--- config.mk ---
export PLATFORM = sky130hd
export DESIGN_NAME = seg_digit_decoder
export DESIGN_NICKNAME = d
export VERILOG_FILES = /design/src/rtl/seg_digit_decoder.sv
export SDC_FILE = /design/constraint.sdc
export NUM_CORES = 1
export LEC_CHECK = 0
export CORE_MARGIN = 8
export CORE_UTILIZATION = 55
export CTS_CLUSTER_DIAMETER = 50
export DETAILED_ROUTE_END_ITERATION = 8
export PLACE_DENSITY = 0.89
export SYNTH_ARGS = -nofsm -noshare
export SYNTH_HDL_FRONTEND = slang
export SYNTH_SLANG_ARGS = --single-unit
--- constraint.sdc ---
create_clock -name clk -period 3 [get_ports clk]
set_input_delay 0.6 -clock clk [delete_from_list [all_inputs] [get_ports clk]]
set_output_delay 0.6 -clock clk [all_outputs]
set_load 0.05 [all_outputs]
--- src/rtl/seg_digit_decoder.sv ---
// Hex-to-7-segment scan stage with frame-aligned shadow/active word buffer.
// Optional LZ_BLANK_EN macro enables leading-zero blanking.
module seg_digit_decoder #(
  parameter int         SEL_W   = 3,
  parameter logic [6:0] SEG_OFF = 7'h7F
) (
  input  logic                 clk,
  input  logic                 reset,
  input  logic [4*(2**SEL_W)-1:0] data_in,
  input  logic [(2**SEL_W)-1:0]   dp_in,
  input  logic                 load,
  input  logic [SEL_W-1:0]     seq_sel,
  input  logic [(2**SEL_W)-1:0]   a_in,
  output logic [(2**SEL_W)-1:0]   an_out,
  output logic [6:0]           seg,
  output logic                 dp,
  output logic                 pending,
  output logic                 load_ack
);

  localparam int N = 2**SEL_W;

  logic [SEL_W-1:0] sel_q, prev_q;
  logic [N-1:0]     a_q;
  logic [4*N-1:0]   shadow_q, shadow_d;
  logic [N-1:0]     sdp_q, sdp_d;
  logic [4*N-1:0]   act_q, act_d;
  logic [N-1:0]     adp_q, adp_d;
  logic             pend_q, pend_d;
  logic             ack_q, ack_d;
  logic [N-1:0]     an_q;
  logic [6:0]       seg_q, seg_d;
  logic             dp_q, dp_d;
  logic             fb, commit, blank;
  logic [3:0]       nib;

  function automatic logic [6:0] hex7(input logic [3:0] h);
    logic [6:0] s;
    unique case (h)
      4'h0: s = 7'h40;
      4'h1: s = 7'h79;
      4'h2: s = 7'h24;
      4'h3: s = 7'h30;
      4'h4: s = 7'h19;
      4'h5: s = 7'h12;
      4'h6: s = 7'h02;
      4'h7: s = 7'h78;
      4'h8: s = 7'h00;
      4'h9: s = 7'h10;
      4'hA: s = 7'h08;
      4'hB: s = 7'h03;
      4'hC: s = 7'h46;
      4'hD: s = 7'h21;
      4'hE: s = 7'h06;
      4'hF: s = 7'h0E;
    endcase
    return s;
  endfunction

  always_comb begin
    fb     = (sel_q == '0) && (prev_q == '1);
    commit = fb && (load || pend_q);

    shadow_d = shadow_q;
    sdp_d    = sdp_q;
    if (load) begin
      shadow_d = data_in;
      sdp_d    = dp_in;
    end

    act_d = act_q;
    adp_d = adp_q;
    if (fb && load) begin
      act_d = data_in;
      adp_d = dp_in;
    end else if (fb && pend_q) begin
      act_d = shadow_q;
      adp_d = sdp_q;
    end

    pend_d = pend_q;
    if (load && !fb) pend_d = 1'b1;
    else if (fb)     pend_d = 1'b0;

    ack_d = commit;
  end

  // Decode looks at the word being committed this edge, so a freshly
  // committed frame is visible from its very first digit.
  assign nib = act_d[{sel_q, 2'b00} +: 4];

`ifdef LZ_BLANK_EN
  logic [N-1:0] mask_q, mask_d, mask_nx;

  always_comb begin
    logic hz;
    hz     = 1'b1;
    mask_d = '0;
    for (int k = N-1; k >= 1; k--) begin
      hz        = hz && (act_d[4*k +: 4] == 4'h0);
      mask_d[k] = hz;
    end
    mask_nx = commit ? mask_d : mask_q;
    blank   = mask_nx[sel_q];
  end

  always_ff @(posedge clk) begin
    if (!reset)      mask_q <= {{(N-1){1'b1}}, 1'b0};
    else if (commit) mask_q <= mask_d;
  end
`else
  assign blank = 1'b0;
`endif

  always_comb begin
    seg_d = blank ? SEG_OFF : hex7(nib);
    dp_d  = ~adp_d[sel_q];
  end

  always_ff @(posedge clk) begin
    if (!reset) begin
      sel_q    <= '0;
      prev_q   <= '0;
      a_q      <= '1;
      shadow_q <= '0;
      sdp_q    <= '0;
      act_q    <= '0;
      adp_q    <= '0;
      pend_q   <= 1'b0;
      ack_q    <= 1'b0;
      an_q     <= '1;
      seg_q    <= SEG_OFF;
      dp_q     <= 1'b1;
    end else begin
      sel_q    <= seq_sel;
      prev_q   <= sel_q;
      a_q      <= a_in;
      shadow_q <= shadow_d;
      sdp_q    <= sdp_d;
      act_q    <= act_d;
      adp_q    <= adp_d;
      pend_q   <= pend_d;
      ack_q    <= ack_d;
      an_q     <= a_q;
      seg_q    <= seg_d;
      dp_q     <= dp_d;
    end
  end

  assign an_out   = an_q;
  assign seg      = seg_q;
  assign dp       = dp_q;
  assign pending  = pend_q;
  assign load_ack = ack_q;

endmodule

**Word-level counts from Yosys, hierarchy flattened**

Memory sizes are Yosys's and may differ from the RTL's. A register that Yosys moved wholly into a read port is not among the register bits.
Index checks and enable logic that the tools add are counted.

- Bits in writable memories: 0
- Logic and storage cells: 34
- Flip-flop bits (word level): 105
- Bits in read-only memories: 112
- Memories: 1
- Bits in latches: 0

Memory list:

| name | depth | width | read ports | clocked after Yosys merged registers in | write ports | line | text |
|---|---|---|---|---|---|---|---|
| (name not given) | 16 | 7 | 1 | 1 | 0 | 39 | `unique case (h)` |

- Add/sub/neg operators: 0
- Shift-type cells: 1
- Divide/modulo/power cells: 0
- Muxes and demuxes: 8
- Equal/unequal tests: 1
- Bitwise logic cells: 1
- Magnitude comparators: 1
- $mul: 0
- Reduce and logical (&&, ||, !) cells: 10

Operator list:

| operator | number |
|---|---|
| $mux 32 | 2 |
| $shiftx 32x6->4 | 1 |
| $mux 8 | 2 |
| $logic_and 1x1->1 | 5 |
| $lt 3x4->1 const B | 1 |
| $bmux 1 s3 | 1 |
| $eq 3x3->1 const B | 1 |
| $logic_not 3->1 | 1 |
| $mux 1 | 3 |
| $logic_not 1->1 | 2 |
| $reduce_bool 2->1 | 1 |
| $logic_or 1x1->1 | 1 |
| $not 1->1 | 1 |

**Depth between registers and ports, before layout**

Gate-level depths: netlist (run 1).

- Depth in word-level cells: 8
- Depth in mapped cells: 14
- Gate-level depth less buffers: 12

**Worst setup path before layout (run 1)**

Ideal clock, no wire load.

- Kind: reg-to-reg
- Start: register pend_q (netlist: pending)
- End: register seg_q[0] (netlist: seg[0])
- Stages on the path, launching flop included: 13
- Setup time: 0.064 ns
- Arrival: 2.814 ns
- Data required time: 2.936 ns
- Slack: 0.121 ns
- Buffers on the path: 3
- Period minus slack after synthesis: 2.879 ns
- Cells stage by stage: dfxtp_1 buf_2 buf_2 clkbuf_1 nor2_1 a21oi_1 o21ai_0 a2111o_1 inv_1 ha_1 inv_1 or3_1 nand4_1

- Word-level cells in the longest chain between the ends: 4

RTL lines:

| item | line | text |
|---|---|---|
| from (decl) | 29 | `logic pend_q, pend_d;` |
| from (signal assigned) | 142 | `pend_q <= pend_d;` |
| $logic_and 1x1->1 | 76 | `end else if (fb && pend_q) begin` |
| $mux 32 | 76 |  |
| $mux 32 | 73 | `if (fb && load) begin` |
| $shiftx 32x6->4 | 90 | `assign nib = act_d[{sel_q, 2'b00} +: 4];` |
| to (decl) | 32 | `logic [6:0] seg_q, seg_d;` |

Every way passes these cells.
A chain may end at the register's enable or synchronous reset.

**Worst setup path after layout (run 1)**

- Start: register sel_q[0]
- End: register seg_q[0] (netlist: seg[0])

- Word-level cells in the longest chain between the ends: 6
- Elaborated cells between the ends (all ways): 7
- Classes of those cells: shift: 1; mux: 2; reduce/logical: 4

RTL lines:

| item | line | text |
|---|---|---|
| from (decl) | 23 | `logic [SEL_W-1:0] sel_q, prev_q;` |
| from (signal assigned) | 135 | `sel_q <= seq_sel;` |
| $logic_not 3->1 | 61 | `fb = (sel_q == '0) && (prev_q == '1);` |
| $logic_and 1x1->1 | 61 |  |
| $logic_and 1x1->1 | 76 |  |
| $mux 32 | 76 |  |
| $mux 32 | 73 |  |
| $shiftx 32x6->4 (*) | 90 |  |

Mark *: on every way between the ends. The rest lies on a longest branch, timed or not.

==> results of run 1 <==
[sequential cells by signal, summed over array words and instances, names as in the netlist]
name and cells:
a_q 8, act_q 32, adp_q 8, an_out 8, dp 1, load_ack 1
pending 1, prev_q 3, sdp_q 8, seg 7, sel_q 3, shadow_q 32
[routing by layer]
metal,GRT usage [%],up-vias,part of all wire (%)
met1,26.0,2219,40
met3,4.99,32,8.7
met2,37.4,269,49
li1,-,2149,-
met5,0,-,0
met4,7.73,0,2.6
[what timing repair did]
action | in CTS | in global routing
gates resized for setup | 0 | 10
hold endpoints to repair | 0 | 0
setup buffers | 0 | 6
endpoints found under the setup margin | 0 | 3
[cell usage in the layout, fill, tap and decap left out, types with 12 or more instances in the layout]
master | synthesis | routed
a21oi_1 | 27 | 27
nand3_1 | 18 | 18
nand2b_1 | 26 | 26
buf_4 | 3 | 25
o21ai_0 | 22 | 22
nand2_1 | 24 | 23
mux2i_1 | 51 | 51
dfxtp_1 | 112 | 109
a211oi_1 | 12 | 12
clkdlybuf4s50_1 | 0 | 69
nor2_1 | 120 | 120
[power by group through the flow]
stage          registers, mW  logic (mW)  clock network (mW)
2_1_floorplan           1.66       0.237                   0
3_3_place_gp            1.61       0.458                   0
3_5_place_dp            1.61       0.473                   0
4_1_cts                 1.58       0.477                1.02
5_1_grt                 1.59       0.526                1.07
6_report                1.58       0.490                1.01
[metrics by stage]
| step | TNS [ns] | worst slack, ns | power (mW) | instance area [um2] |
|---|---|---|---|---|
| floorplan | 0 | 0.121 | 1.90 | 5100 |
| global placement | 0 | 0.207 | 2.07 | 5910 |
| detailed placement | 0 | 0.0944 | 2.09 | 5910 |
| CTS | 0 | 0.0785 | 3.07 | 6130 |
| global route | -0.0664 | -0.0339 | 3.19 | 6200 |
| finish | 0 | 0.136 | 3.08 | 6200 |
[layout make-up]
| cell class | count | area (um2) | share of cell area (%) |
|---|---|---|---|
| Clock buffer | 9 | 124 | 2.00 |
| Tap cell | 111 | 139 | 2.24 |
| Sequential cell | 112 | 2250 | 36.2 |
| Inverter | 11 | 41.3 | 0.666 |
| Multi-Input combinational cell | 409 | 2610 | 42.1 |
| Clock inverter | 7 | 103 | 1.65 |
| Timing Repair Buffer | 98 | 942 | 15.2 |
[worst reg2reg max path, delay by kind of cell, from the launching register on]
family,cells,cell delay (ns)
adders and majority gates,1,0.28
and+or+nand+nor,3,0.58
DFF,1,0.33
AOI/OAI and AO/OA,6,1.13
buffers and inverters,3,0.43
[logic make-up after synthesis]
logic type / Yosys count / share of synthesized area [%]
compound gates: 114 / 15.7
fa+ha+maj: 6 / 1.47
buf+inv: 59 / 5.20
flops: 112 / 44.0
mux: 58 / 12.2
simple gates: 231 / 21.4
[worst paths after layout]
path / slack, ns / start / endpoint
setup / recovery: 0.14 / sel_q[0] / seg[0]
hold / removal: 0.42 / a_q[1] / an_out[1]
setup reg to reg: 0.14 / sel_q[0] / seg[0]
hold reg to reg: 0.42 / a_q[1] / an_out[1]
==> results, run 1 <==
- The count of non-filler cells in the finished layout is approximately 760.
- The most common flop cell mapped by yosys is dfxtp_1.
- The length in cells of the worst reg-to-reg path is 13.
- The critical path runs through a total of 13 cells.
- The area of the core is 9110 um2.
- By area the synthesized netlist is led by dfxtp_1 44%, mux2i_1 10%, nor2_1 8.8%.
- In the routed layout, each cell is associated on average with a via count of around 6.2.
- In this run, flip-flops and latches consume 51.3% of the power.
- The net switching component of the power is approximately 0.84 mW.
- In this run the count of I/O pins placed on the die edge is 72.
- The mean instance size in the synthesized netlist is about 8.8 um2.
- The residual overflow from global routing is 0.
- The number of global-route vias before repair came to 4,546.
- Across the VDD grid, the largest voltage drop is 0.370 mV.
- TritonCTS created 9 clock buffers.
- The power density over the cells is about 500 nW/um2.
- Synthesis handed over a netlist of 580 instances.
- Measured on the finished design, the core utilization comes to 68.1%.
- At the pin with the least slew margin, the transition time is 0.531 ns.
- Per report_power, the clock group accounts for between 30% and 40% of the total.
- The internal cell power is 2.24 mW.
- No sink is reached through more buffers than the 2 on the longest clock path.
- For this run, the top clock speed supported by timing is 0.349 GHz.
- Of all nets on the critical path, the largest fanout is 15.
- The share of synthesized area occupied by flip-flops and latches is between 40 and 50%.
- Global routing consumed, over all layers together, 21.7% of the routing resources.
- Of the cells placed in the final design, the portion with a size suffix greater than 1 is a little under an eighth.
- In the synthesized netlist, the cells that appear most often are 120 x nor2_1, 112 x dfxtp_1, 51 x mux2i_1, 27 x a21oi_1, 27 x clkbuf_1.
- The placed instance count is 735.
- Port buffering added 71 buffers.
- The standard-cell row count is 35.
- Net switching is 27.3% of the power.
- The routed length per placed instance is between 15 and 20 um.
- The worst hold path belongs to the class reg -> reg.
- The warning count from the yosys run is 0.
- Once detail routing completed, the nets flagged for antenna violations numbered 0.
- Data on the critical path is required at its endpoint by 3.25 ns.
- The total half-perimeter wirelength after legalization and detailed placement is 9250 um.
- For this run, design rule violations remaining after detail routing come to 0.
- The number of pins with negative max-slew slack in the final report is 0.
- For this run, the detailed router's first-pass iteration total came to 5.
- Data arrives at the worst endpoint at around 3.1 ns.
- The violation count after the first detailed-route iteration is ~370.
- The number of buffers added to fix hold violations after cts is 0.
- The number of antenna diodes in the final layout is 0.
- The share of the synthesized area in the top cell type is 44.0%.
- Across all layers, the routed design uses 4,669 vias.
- TritonCTS built the clock tree.
- The total setup violations reported at the end of the flow is 0.
- The flow ran to the end, and the final reports show no timing, DRC or antenna violations.
- Counting both buffers and inverters, the worst setup path holds a total of 3.
- The largest net degree at the start of global routing is 56.
- The leakage component of the power is 2.54 nW.
- The initial antenna violation count was 0.
- At the end of routability-driven placement, the weighted congestion stood at 0.873.
- The hold path depth is 1.
- The maximum level of the CTS H-tree is 3.
- For this run, asynchronously set or reset flops after synthesis account for 0%.
- The combinational group share of total power is 15.9%.
- The overall die area is 12,600 um2.
- The type of the worst setup path is reg -> reg.
- By instance count, the leading cell after synthesis is nor2_1.
- After synthesis the cells add up to 5100 um2.
- The net count of the mapped netlist is 640.
- The worst slew margin relative to its limit is roughly 65%.
- The fraction of the cycle the final worst path needs is between 90% and 100%.
- STA classifies the critical path startpoint as a register.
- The number of maximum-capacitance constraint violations is 0.
- The highest cell delay on the worst timing path is 0.38 ns.
- The number of flip-flops and latches in the synthesized netlist is 112.
- The die outline width is 112 um.
- The post-CTS clock slew at the launch and capture registers of the worst setup and hold paths is ~0.11 ns.
- Yosys mapped a number of flops with a built-in enable equal to 0.
- The slowest stage of the critical path belongs to the cell o221ai_2.
- Subtracting the final worst setup slack from the clock period gives 2.86 ns.
- Summed over all instances, the cell type with the most area after synthesis is dfxtp_1.
- The final-report hold violation count came to 0.
- The wire length of the first global-routing pass is approximately 23,000 um.
- Wires add up to 13,800 um.
- At the later pin of the worst-skew pair, clock insertion delay measures 0.38 ns.
- The tree is rooted in a clkbuf_8.
- The kind of cell adding the most delay to the critical path is compound AO/OA/AOI/OAI gates.
- Traced cell by cell, the critical path runs through buf_4, nand4b_1, nor3_1, a21oi_1, o22ai_1, a21oi_1, o221ai_2, inv_1, ha_1, inv_1, a211oi_1, a31oi_1, nand4_1.
- The worst-case hold slack is 0.423 ns.
- The kind of end point of the critical path is a register.
- The area added between synthesis and finish is 21.6%.
- Once the floorplan was initialized, standard cells occupied between 50% and 60% of the core.
- The clock arrives with 0.00727 ns of skew.
- CTS saw 112 sinks.
- The floorplan step set the die height to 112 um.
- Fill cells in the final layout number ~680.
- For this run, the post-layout net count is 701.
- The netlist uses 62 different library cells.
No activity file was read; power rests on OpenSTA's default activity.
==> inputs of run 2 (changes only) <==
Settings changed: CORE_UTILIZATION 55 to 49, PLACE_DENSITY 0.89 to 0.85.
Clock period 3 ns to 2.35 ns, I/O delays scaled along.
==> results, run 2 (synthesis results as in run 1) <==
- The flow ran to the end, but the final reports show violations.
- The checks that failed: negative setup slack.
- The final route contains 4,802 vias.
- Setup violations remaining at the end of the flow were counted as 7.
- The peak fanout along the critical path is 6.
- The post-route minimum period is 2.73 ns.
- 72 I/O pins were placed.
- The wire length of the first global-routing pass is 24,200 um.
- Cells with a size suffix above 1 make up 21.1% of the layout.
- For the pin with the worst max-slew slack, the measured transition is 0.511 ns.
- The CTS sink count is 112.
- The root buffer cell is clkbuf_8.
- The count of nets left with antenna violations after detail routing is 0.
- The path class of the lowest-slack min-delay path is reg -> reg.
- The wire-length estimate of the detail-placed layout is 9960 um.
- TritonCTS built the clock tree.
- The post-CTS clock slew at the launch and capture registers of the worst setup and hold paths is 0.12 ns.
- The initial antenna violation count came to 0.
- The worst pin sits at a relative slew slack of 65.8%.
- The critical path in this run is classified as reg -> reg.
- Once routing completed, OpenROAD measured the worst setup slack at -0.377 ns.
- The routability congestion estimate is 0.944.
- In the final design database the tool counted 752 nets.
- The number of detailed-routing iterations run before antenna repair is 5.
- The worst-case clock skew is roughly 0.016 ns.
- The residual overflow from global routing is 0.
- The maximum clock frequency is 0.367 GHz.
- On the worst path, the slowest cell contributes a delay of 0.51 ns.
- Among cell families on the critical path, the largest total delay comes from simple AND/OR/NAND/NOR gates.
- The die is 118 um tall.
- The routed length per placed instance is 17.6 um.
- The top cell types in the final layout, fill and taps aside, are 117 x nor2_1, 108 x dfxtp_1, 72 x buf_4, 69 x clkdlybuf4s50_1, 50 x mux2i_1.
- The die covers approximately 14,000 um2.
- Counting stages on the worst path, the most repeated cell is mux2i_1.
- The die is 118 um wide.
- On the final layout, the worst hold slack is about 0.42 ns.
- The post-route core utilization is 65.9%.
- CTS built an H-tree with a depth of 3.
- For this run, the total global-route usage over all layers was measured as a little over a fifth.
- The antenna diode instance count is 0.
- The starting density of the core is between 40 and 50%.
- Traced cell by cell, the critical path runs through and4b_4, buf_6, and3_4, nand2_2, o2111ai_2, a21oi_1, a2111o_1, ha_1, mux2i_1, mux2i_1, nand2_1.
- STA classifies the critical path endpoint as a register.
- The leakage component of the power is 2.79 nW.
- The worst register-to-register path begins at sel_q[0].
- For this block, the initial DRC count from the detailed router was 384.
- The number of pins with negative max-slew slack in the final report is 0.
- The maximum root-to-sink buffer count is 2.
- Counting the buffers created by CTS gives 9.
- For this design the ratio of total power to cell area is 585 nW/um2.
- The startpoint of the worst hold path is a_q[5].
- The number of maximum-capacitance constraint violations is 0.
- STA puts the critical path data arrival time at 3.00 ns.
- The fraction of the cycle the final worst path needs is 116%.
- After floorplanning, the core was sized to cover 10,200 um2.
- At the later pin of the worst-skew pair, clock insertion delay measures 0.39 ns.
- The launching element type of the critical path is a register.
- The detailed-route DRC error count is 0.
- The number of global-route vias before repair is 4,954.
- Setup repair after global routing could not meet its margin everywhere.
- The vias per cell is 5.76.
- The largest registers in the layout are act_q (32), shadow_q (32).
- Entering global routing, the biggest net connects 45 pins.
- After layout, the design draws a total of 3.94 mW.
- The final-report hold violation count is 0.
- Compared with the post-synthesis result, the final layout area differs by 32.1%.
- In this run the worst setup path begins at sel_q[0].
- During placement, the flow inserted port buffers numbering 71.
- Among all stages on the critical path, the largest delay is contributed by a2111o_1.
- Counting both buffers and inverters, the worst setup path holds a total of 1.
- The required arrival time at the worst endpoint is around 2.6 ns.
- Leaving out fill and tap cells, the most frequent cell in the layout is nor2_1.
- VDD sags by at most between 0.2 and 0.3 mV.
- The standard-cell row count is 37.
- The wire length reported by the detailed router is 14,700 um.
## run 2: cell count changes in the layout (fill, tap and decap cells not counted), moves of 3 or more
cell,before,now
buf_4,25,72
buf_6,1,7
inv_8,0,4
a21oi_1,27,24
a21oi_2,0,3
ha_1,5,2
nor2_1,120,117
nor2_2,0,3
## run 2: final timing paths
check / to / slack, ns / cells after the start
min: an_out[5] / 0.42 / 1
min reg2reg: an_out[5] / 0.42 / 1
max: seg[3] / -0.38 / 11
max reg2reg: seg[3] / -0.38 / 11
## run 2: per-layer routing
metal  vias to the layer above  global-route usage, %  wire length [um]
met1                      2285                   24.0              6260
met5                         -                      0                 0
met2                       218                   35.2              7040
met3                        47                   5.71               990
li1                       2252                      -                 -
met4                         0                   9.93               402
## run 2: where the power goes
group / total, mW / internal [mW] / switching, mW / leakage [nW]
clock network: 1.20 / 0.433 / 0.764 / 0.107
logic: 0.728 / 0.340 / 0.388 / 1.77
registers: 2.02 / 1.97 / 0.0426 / 0.920
## run 2: area by class of cell
cell class / instances / area, um2
clock buffer: 9 / 124
clock inverter: 7 / 82.6
fill: 774 / 3490
inverter: 11 / 41.3
multi-input combinational: 409 / 2740
sequential: 112 / 2250
tap: 136 / 170
timing repair buffer: 149 / 1330
## run 2: timing repair
action                     4_1_cts  5_1_grt
buffers inserted                14        1
pin swaps                       12        7
cloned                           0        0
resized for setup               29        6
setup endpoints to repair        7        8
hold buffers                     0        0
## run 2: metrics by stage
step	instance area (um2)	setup WS, ns	cells	setup TNS, ns
2_1_floorplan	5170	-0.128	580	-0.308
3_3_place_gp	6280	-0.235	802	-1.15
3_5_place_dp	6280	-0.401	802	-2.05
4_1_cts	6710	-0.302	832	-1.42
5_1_grt	6740	-0.518	833	-2.89
6_report	6740	-0.377	833	-2.09
